## config.mk

```make
export PLATFORM = sky130hd
export DESIGN_NAME = mem_port_arbiter
export DESIGN_NICKNAME = d
export VERILOG_FILES = /design/src/rtl/mem_port_arbiter.sv
export SDC_FILE = /design/constraint.sdc
export NUM_CORES = 1
export LEC_CHECK = 0
export BUFFER_PORTS_ARGS = -buffer_cell sky130_fd_sc_hd__buf_2
export CORE_AREA = 10 10 118 120
export CTS_BUF_LIST = sky130_fd_sc_hd__clkbuf_4 sky130_fd_sc_hd__clkbuf_8
export CTS_CLUSTER_SIZE = 10
export DETAILED_ROUTE_END_ITERATION = 12
export DIE_AREA = 0 0 128 130
export PLACE_DENSITY = 0.79
export REMOVE_ABC_BUFFERS = 1
export SLEW_MARGIN = 0
export SYNTH_ARGS = -nofsm -noshare
export SYNTH_HDL_FRONTEND = slang
export SYNTH_SLANG_ARGS = --single-unit
```

## constraint.sdc

```tcl
create_clock -name clk -period 2.5 [get_ports clk]
set_clock_uncertainty 0.1 [all_clocks]
set_input_delay 0.25 -clock clk [delete_from_list [all_inputs] [get_ports clk]]
set_output_delay 0.25 -clock clk [all_outputs]
set_load 0.01 [all_outputs]
```

## src/rtl/mem_port_arbiter.sv

```systemverilog
// mem_port_arbiter: shares one memory port between the instruction-fetch and
// data load/store requesters. Data wins by default; a starvation counter forces
// a fetch grant after STARVE_LIMIT data grants taken while a fetch was waiting.
// Each transaction is captured at grant and held until mem_ready or timeout.
module mem_port_arbiter #(
    parameter int STARVE_LIMIT   = 4,   // 1..15
    parameter int TIMEOUT_CYCLES = 64   // 0 disables the timeout
) (
    input  logic        clk,
    input  logic        rst,

    input  logic        imem_ren,
    input  logic [31:0] imem_addr,
    output logic        ihit,
    output logic [31:0] imem_load,

    input  logic        dmem_ren,
    input  logic        dmem_wen,
    input  logic [31:0] dmem_addr,
    input  logic [31:0] dmem_store,
    input  logic [2:0]  dmem_width,
    output logic        dhit,
    output logic [31:0] dmem_load,

    output logic        mem_ren,
    output logic        mem_wen,
    output logic [31:0] mem_addr,
    output logic [31:0] mem_store,
    output logic [2:0]  mem_width,
    input  logic        mem_ready,
    input  logic [31:0] mem_load,

    output logic        bus_err
);

    typedef enum logic [1:0] {
        IDLE  = 2'd0,
        IBUSY = 2'd1,
        DBUSY = 2'd2
    } state_t;

    // The counter only needs to reach TIMEOUT_CYCLES-1.
    localparam int              TMO_W      = (TIMEOUT_CYCLES > 2) ? $clog2(TIMEOUT_CYCLES) : 1;
    localparam logic [TMO_W-1:0] TMO_LAST  = TMO_W'((TIMEOUT_CYCLES > 0) ? TIMEOUT_CYCLES - 1 : 0);
    localparam logic             TMO_EN    = (TIMEOUT_CYCLES > 0);
    localparam logic [3:0]       STARVE_MAX = 4'(STARVE_LIMIT);
    localparam logic [2:0]       FETCH_WIDTH = 3'b010;

    state_t           state;
    state_t           next_state;
    logic [3:0]       starve_cnt;
    logic [TMO_W-1:0] tmo_cnt;

    // Transaction captured at grant; the memory port is driven only from these.
    logic [31:0]      i_addr_q;
    logic [31:0]      d_addr_q;
    logic [31:0]      d_store_q;
    logic [2:0]       d_width_q;
    logic             d_ren_q;
    logic             d_wen_q;

    logic             data_req;
    logic             grant_data;
    logic             grant_fetch;
    logic             timed_out;

    assign data_req    = dmem_ren | dmem_wen;
    assign grant_data  = data_req && (!imem_ren || (starve_cnt < STARVE_MAX));
    assign grant_fetch = !grant_data && imem_ren;
    assign timed_out   = TMO_EN && (state != IDLE) && !mem_ready && (tmo_cnt == TMO_LAST);

    // State register.
    always_ff @(posedge clk) begin
        // NOTE: sequential state uses non-blocking assignment so every flop samples pre-edge values.
        if (rst) begin
            state <= IDLE;
        end else begin
            state <= next_state;
        end
    end

    // Next-state logic: arbitrate in IDLE, return to IDLE on completion or timeout.
    always_comb begin
        // NOTE: default first so every path assigns next_state and no latch is inferred.
        next_state = state;
        unique case (state)
            IDLE: begin
                if (grant_data) begin
                    next_state = DBUSY;
                end else if (grant_fetch) begin
                    next_state = IBUSY;
                end
            end
            IBUSY, DBUSY: begin
                if (mem_ready || timed_out) begin
                    next_state = IDLE;
                end
            end
            default: next_state = IDLE;
        endcase
    end

    // Capture the granted request, track starvation and the busy-cycle counter.
    always_ff @(posedge clk) begin
        if (rst) begin
            starve_cnt <= '0;
            tmo_cnt    <= '0;
            i_addr_q   <= '0;
            d_addr_q   <= '0;
            d_store_q  <= '0;
            d_width_q  <= '0;
            d_ren_q    <= 1'b0;
            d_wen_q    <= 1'b0;
        end else if (state == IDLE) begin
            // Clearing while idle means every transaction starts counting from zero.
            tmo_cnt <= '0;
            if (grant_data) begin
                d_addr_q  <= dmem_addr;
                d_store_q <= dmem_store;
                d_width_q <= dmem_width;
                // A simultaneous read and write request is treated as a store.
                d_ren_q   <= dmem_ren & ~dmem_wen;
                d_wen_q   <= dmem_wen;
                // A data grant over a waiting fetch implies starve_cnt < STARVE_MAX,
                // so the increment saturates at the limit by construction.
                if (imem_ren) begin
                    starve_cnt <= starve_cnt + 4'd1;
                end
            end else if (grant_fetch) begin
                i_addr_q   <= imem_addr;
                starve_cnt <= '0;
            end
        end else if (TMO_EN && !mem_ready) begin
            tmo_cnt <= tmo_cnt + 1'b1;
        end
    end

    // Output decode: memory strobes from latched state, hits from mem_ready.
    always_comb begin
        mem_ren   = 1'b0;
        mem_wen   = 1'b0;
        mem_addr  = '0;
        mem_store = '0;
        mem_width = '0;
        ihit      = 1'b0;
        imem_load = '0;
        dhit      = 1'b0;
        dmem_load = '0;
        bus_err   = 1'b0;
        unique case (state)
            IBUSY: begin
                mem_ren   = 1'b1;
                mem_addr  = i_addr_q;
                mem_width = FETCH_WIDTH;
                ihit      = mem_ready;
                imem_load = mem_ready ? mem_load : '0;
                bus_err   = timed_out;
            end
            DBUSY: begin
                mem_ren   = d_ren_q;
                mem_wen   = d_wen_q;
                mem_addr  = d_addr_q;
                mem_store = d_store_q;
                mem_width = d_width_q;
                dhit      = mem_ready;
                dmem_load = mem_ready ? mem_load : '0;
                bus_err   = timed_out;
            end
            default: begin
            end
        endcase
    end

endmodule

```

; After elaboration in Yosys (flattened, before gate mapping)
; Cells that the tools add are included.
; W data, S select, Z words.
[op_classes]
n_addsub = 2
magnitude_cmp = 1
n_eq_ne = 6
muxes = 18
bitwise = 4
n_reduce_logical = 18
[ops]
columns = op, count
row1 = $mux W32, 4
row2 = $pmux W32 S2, 1
row3 = $mux W4, 3
row4 = $add A6 B1 Y6 const B, 1
row5 = $eq A6 B6 Y1 const B, 1
row6 = $mux W2, 3
row7 = $pmux W3 S2, 1
row8 = $reduce_and A3 Y1, 2
row9 = $add A4 B1 Y4 const B, 1
row10 = $logic_and A1 B1 Y1, 4
row11 = $lt A4 B3 Y1 const B, 1
row12 = $mux W1, 4
row13 = $pmux W2 S2, 1
row14 = $reduce_and A2 Y1, 2
row15 = $reduce_bool A2 Y1, 2
row16 = $reduce_or A2 Y1, 2
row17 = $logic_not A1 Y1, 3
row18 = $ne A3 B3 Y1 const B, 1
row19 = $eq A2 B1 Y1 const B, 1
row20 = $eq A2 B2 Y1 const B, 1
row21 = $logic_not A2 Y1, 1
row22 = $logic_or A1 B1 Y1, 2
row23 = $ne A2 B1 Y1 const B, 1
row24 = $ne A2 B2 Y1 const B, 1
row25 = other kinds (4), 5
[word_totals]
reg_bits = 113
input_bits = 137
output_inout_bits = 136
wordCells = 58

; Logic depth before layout (Yosys ltp)
[depth]
depth_word = 8
depth_mapped = 10
mapped_depth_nobuf = 6

; Worst setup path after synthesis
; OpenSTA, ideal clock, no wires.
[synth_path]
path_type = register to register
from = reg state[0]
to = reg state[0]
setup_time_ns = 0.070
arrival_time_ns = 1.718
required_time_ns = 2.330
setup_slack_ns = 0.612
stages_incl_launch_ff = 7
path_buffers = 0
synth_period_minus_slack_ns = 1.888
path_cell_list = dfxtp_1 -> inv_1 -> ha_1 -> nor2b_1 -> a32o_2 -> or4b_1 -> a21oi_1
[synth_between]
elab_chain_len = 6
elab_cells_between_ends = 12
classes_between = eq/ne: 4 / mux: 1 / reduce/logical: 7
[synth_lines]
columns = item, line
row1 = start: declaration, 49  ; state_t state;
row2 = start signal: assignment, 78  ; state <= next_state;
row3 = $reduce_bool A2 Y1, 70  ; assign timed_out = TMO_EN && (state != IDLE) && !mem_ready && (tmo_cnt == TMO_LAST);
row4 = $logic_and A1 B1 Y1 (2 in series), 70
row5 = $logic_or A1 B1 Y1, 95  ; if (mem_ready || timed_out) begin
row6 = $ne A2 B1 Y1 (no line), --
row7 = $reduce_and A2 Y1 (no line), --
; Parallel ways exist; a longest one is shown, timed or not.
; A chain may end at the register's enable or synchronous reset.

; Final worst setup path
[layout_path]
from = reg state[0]
to = out mem_addr[1]
[layout_between]
elab_chain_len = 2
elab_cells_between_ends = 3
classes_between = eq/ne: 2 / mux: 1
[layout_lines]
columns = item, line
row1 = $eq A2 B2 Y1 or $eq A2 B1 Y1 (tied branches), 150  ; unique case (state)
row2 = $pmux W32 S2 *, 150
row3 = end: declaration, 27  ; output logic [31:0] mem_addr,
; Mark *: on every way between the ends. The rest lies on a longest branch, timed or not.

==> summary.log <==
INFO  yosys          synthDistinctLibCells=35
INFO  floorplanning  start_util=45.2%
INFO  job            drv.max_cap_violation_count=0
INFO  yosys          avgSynthCellArea=7.46um^2
INFO  yosys          synth_cells=709
INFO  cells_and_area final-instance-count-excl-fill=1214
INFO  floorplanning  dieArea=16600um^2
INFO  detailed_routing wl_per_cell=17.4um
INFO  floorplanning  std_cell_rows=40
INFO  clock_network  cts_post_setup_buffers_inserted=0
INFO  grt            grt_first_pass_wirelength=32300um
INFO  placed_design  hpwl_after_dpl=13100um
INFO  yosys          synth_top_cells_by_count=nand2_1, dfxtp_1, a21oi_1
INFO  yosys          ys_top_cells_by_area=dfxtp_1, nand2_1, a21oi_1, and3_1, a22oi_1
INFO  setup_path     crit_arrival=2.03ns
INFO  detailed_routing detail_route.vias_per_cell=5.14
INFO  grt            globalRoute.totalOverflow=0
INFO  timing         final.setup.worst_slack=0.115ns
INFO  clock_network  clkLatencyLatePin=0.43ns
INFO  pwr            total_leakage_power=4.03nW
INFO  setup_path     worst_ep_required_time=2.15ns
INFO  timing         hold_viol_final=0
INFO  cells_and_area areaGrowthSynthToFinish=54.9%
INFO  clock_network  cts-root-to-sink-buffers=2
INFO  hold_path      min_path_type=input pin to flop
INFO  clock_network  cts_made_buffers=17
INFO  grt            grt.total_usage=24.0%
INFO  yosys          yosys_register_bits=113
INFO  pwr            power.ir.vdd_worst=0.535mV
INFO  outcome        run_status=completed
INFO  detailed_routing wl=21100um
INFO  cells_and_area finalNetCount=1190
INFO  pwr            powerDensity=701nW/um^2
INFO  setup_path     critical_path.max_fanout=52
INFO  yosys          ys_seq_area_share=42.8%
INFO  grt            via_count_of_the_first_global_routing_pass=6149
INFO  cells_and_area drive_gt1_share=30.6%
INFO  placed_design  placedCellCount=1076
INFO  pwr            sequentialPowerShare=36.9%
INFO  detailed_routing via_count=6238
INFO  pwr            p_sw=1.93mW
INFO  placed_design  gp_congestion=0.822
INFO  pwr            total_power=5.74mW
INFO  floorplanning  die_x=128um
INFO  cells_and_area multiInputGateArea=2770um^2
INFO  timing         final.period_utilization=95.4%
INFO  placed_design  port-buffer-count=272
INFO  setup_path     startpoint_type=flop
INFO  timing         slew_violations=0
INFO  timing         achievable-frequency=419MHz
INFO  grt            largest_net_degree_at_the_start_of_global_routing=65
INFO  timing         setup_tns=0ns
INFO  clock_network  tritoncts_clock_tree=built
INFO  clock_network  ctsHtreeMaxLevel=4
INFO  yosys          synth_ff_type=dfxtp_1
INFO  pwr            internal_power=3.82mW
INFO  detailed_routing final_antenna_net_count=0
INFO  pwr            power.share.switching=33.5%
INFO  yosys          synthDominantCellAreaShare=42.8%
INFO  yosys          synth-edff-count=0
INFO  placed_design  dp_worst_setup_slack=0.468ns
INFO  cells_and_area fillCellCount=896
INFO  floorplanning  dieHeight=130um
INFO  clock_network  path_clk_slew=0.07ns
INFO  yosys          synthArstFlopShare=0%
INFO  clock_network  root_buffer=clkbuf_8
INFO  yosys          cell_with_the_most_instances_after_synthesis=nand2_1
INFO  timing         max_slew_headroom=33.0%
INFO  floorplanning  number_of_primary_i_o_pins=273
INFO  clock_network  clock_sinks=113
INFO  setup_path     crit_type=flop to primary output
INFO  detailed_routing dr.pass1.iters=5
INFO  timing         setup_violations=0
INFO  pwr            power.combinational.fraction=30.4%
INFO  grt            grt_antenna_before_repair=4
INFO  yosys          yosys_warnings=0
INFO  timing         worst_slew_pin_slew=1.00ns
INFO  detailed_routing detail_route.iter0.violations=372
INFO  pwr            power_frac_clock=32.8%
INFO  floorplanning  core_area=11700um^2
INFO  timing         final.min_clock_period=2.38ns
INFO  yosys          synthDominantAreaCellType=dfxtp_1
INFO  yosys          netlist_area_pre_place=5290um^2
INFO  cells_and_area storage_element_area=2260um^2
INFO  timing         grt_setup_unrepaired=false
INFO  detailed_routing post-route-drc-count=0
INFO  cells_and_area fin_util=70.0%
INFO  setup_path     timing.critical_path.to_type=primary output
[final timing paths]
kind	from	end	slack (ns)	cells after the start
hold / removal	imem_ren	starve_cnt[1]	0.09	3
setup / recovery	state[0]	mem_addr[1]	0.12	6
hold reg to reg	d_store_q[20]	d_store_q[20]	0.35	2
setup reg to reg	state[1]	d_store_q[22]	0.45	7
[state kept, by name, indices dropped and copies added, names as in the netlist, 2 cells and up]
name        count
d_addr_q       32
d_store_q      32
i_addr_q       32
tmo_cnt         6
starve_cnt      4
d_width_q       3
state           2
[critical path, stage by stage, from the launching register on]
cell	delay, ns
dfxtp_1	0.33
inv_1	0.09
ha_2	0.45
buf_12	0.26
a22oi_1	0.12
nor2b_1	0.17
buf_2	0.16
[metal layers]
metal	track usage (%)	wire (um)	vias to the layer above
li1	-	-	3044
met1	25.1	7640	2819
met2	41.7	10600	328
met3	9.98	2270	47
met4	10.2	557	0
met5	0	0	-
[per-stage QoR]
step / hold slack [ns] / area [um^2]
floorplan: 0.219 / 5020
detailed placement: 0.342 / 6750
global placement: 0.337 / 6750
CTS: 0.0525 / 8180
global route: 0.0978 / 8190
finish: 0.0932 / 8200
[layout by cell type, fill, tap and decap left out, types with 2 or more instances in the layout]
| cell type | instances |
|---|---|
| buf_2 | 271 |
| nand2_1 | 207 |
| dfxtp_1 | 113 |
| a21oi_1 | 108 |
| dlygate4sd3_1 | 100 |
| and3_1 | 65 |
| nor2b_1 | 37 |
| and2_1 | 37 |
| a22oi_1 | 32 |
| clkbuf_8 | 17 |
| buf_4 | 9 |
| nor2_1 | 8 |
| diode_2 | 6 |
| buf_12 | 5 |
| clkinv_2 | 4 |
| clkinv_4 | 4 |
| bufinv_16 | 4 |
| inv_1 | 3 |
| xor2_1 | 3 |
| ha_1 | 3 |
| and3b_1 | 2 |
| o21a_1 | 2 |
| o21ai_0 | 2 |
| nand4_1 | 2 |
| ha_2 | 2 |
| clkinvlp_4 | 2 |
[layout make-up]
type	count	area share (%)
Inverter	3	0.137
Clock inverter	14	2.32
Timing Repair Buffer	385	30.8
Multi-Input combinational cell	528	33.8
Antenna cell	6	0.183
Tap cell	147	2.24
Sequential cell	113	27.6
Clock buffer	18	2.95
[kinds of logic after synthesis]
group	synth area share (%)
multiplexers	0.189
buffers and inverters	5.32
AND/OR/NAND/NOR	33.7
XOR/XNOR	0.662
adder cells (fa/ha/maj)	1.18
AO/OA/AOI/OAI	16.2
flip-flops	42.8
[power groups by stage]
stage	registers (mW)	logic, mW	clock network, mW
final	2.12	1.74	1.88
after global routing	2.14	1.91	1.98
after CTS	2.11	1.73	1.91
after detailed placement	2.15	1.60	0
after global placement	2.14	1.58	0
after floorplan	2.13	0.906	0
[repair_timing]
| action | in CTS | in global routing |
|---|---|---|
| gates resized for setup | 0 | 0 |
| endpoints found under the hold margin | 100 | 0 |
| hold buffers | 100 | 0 |
Note: power is estimated with default switching activity, not from simulation.
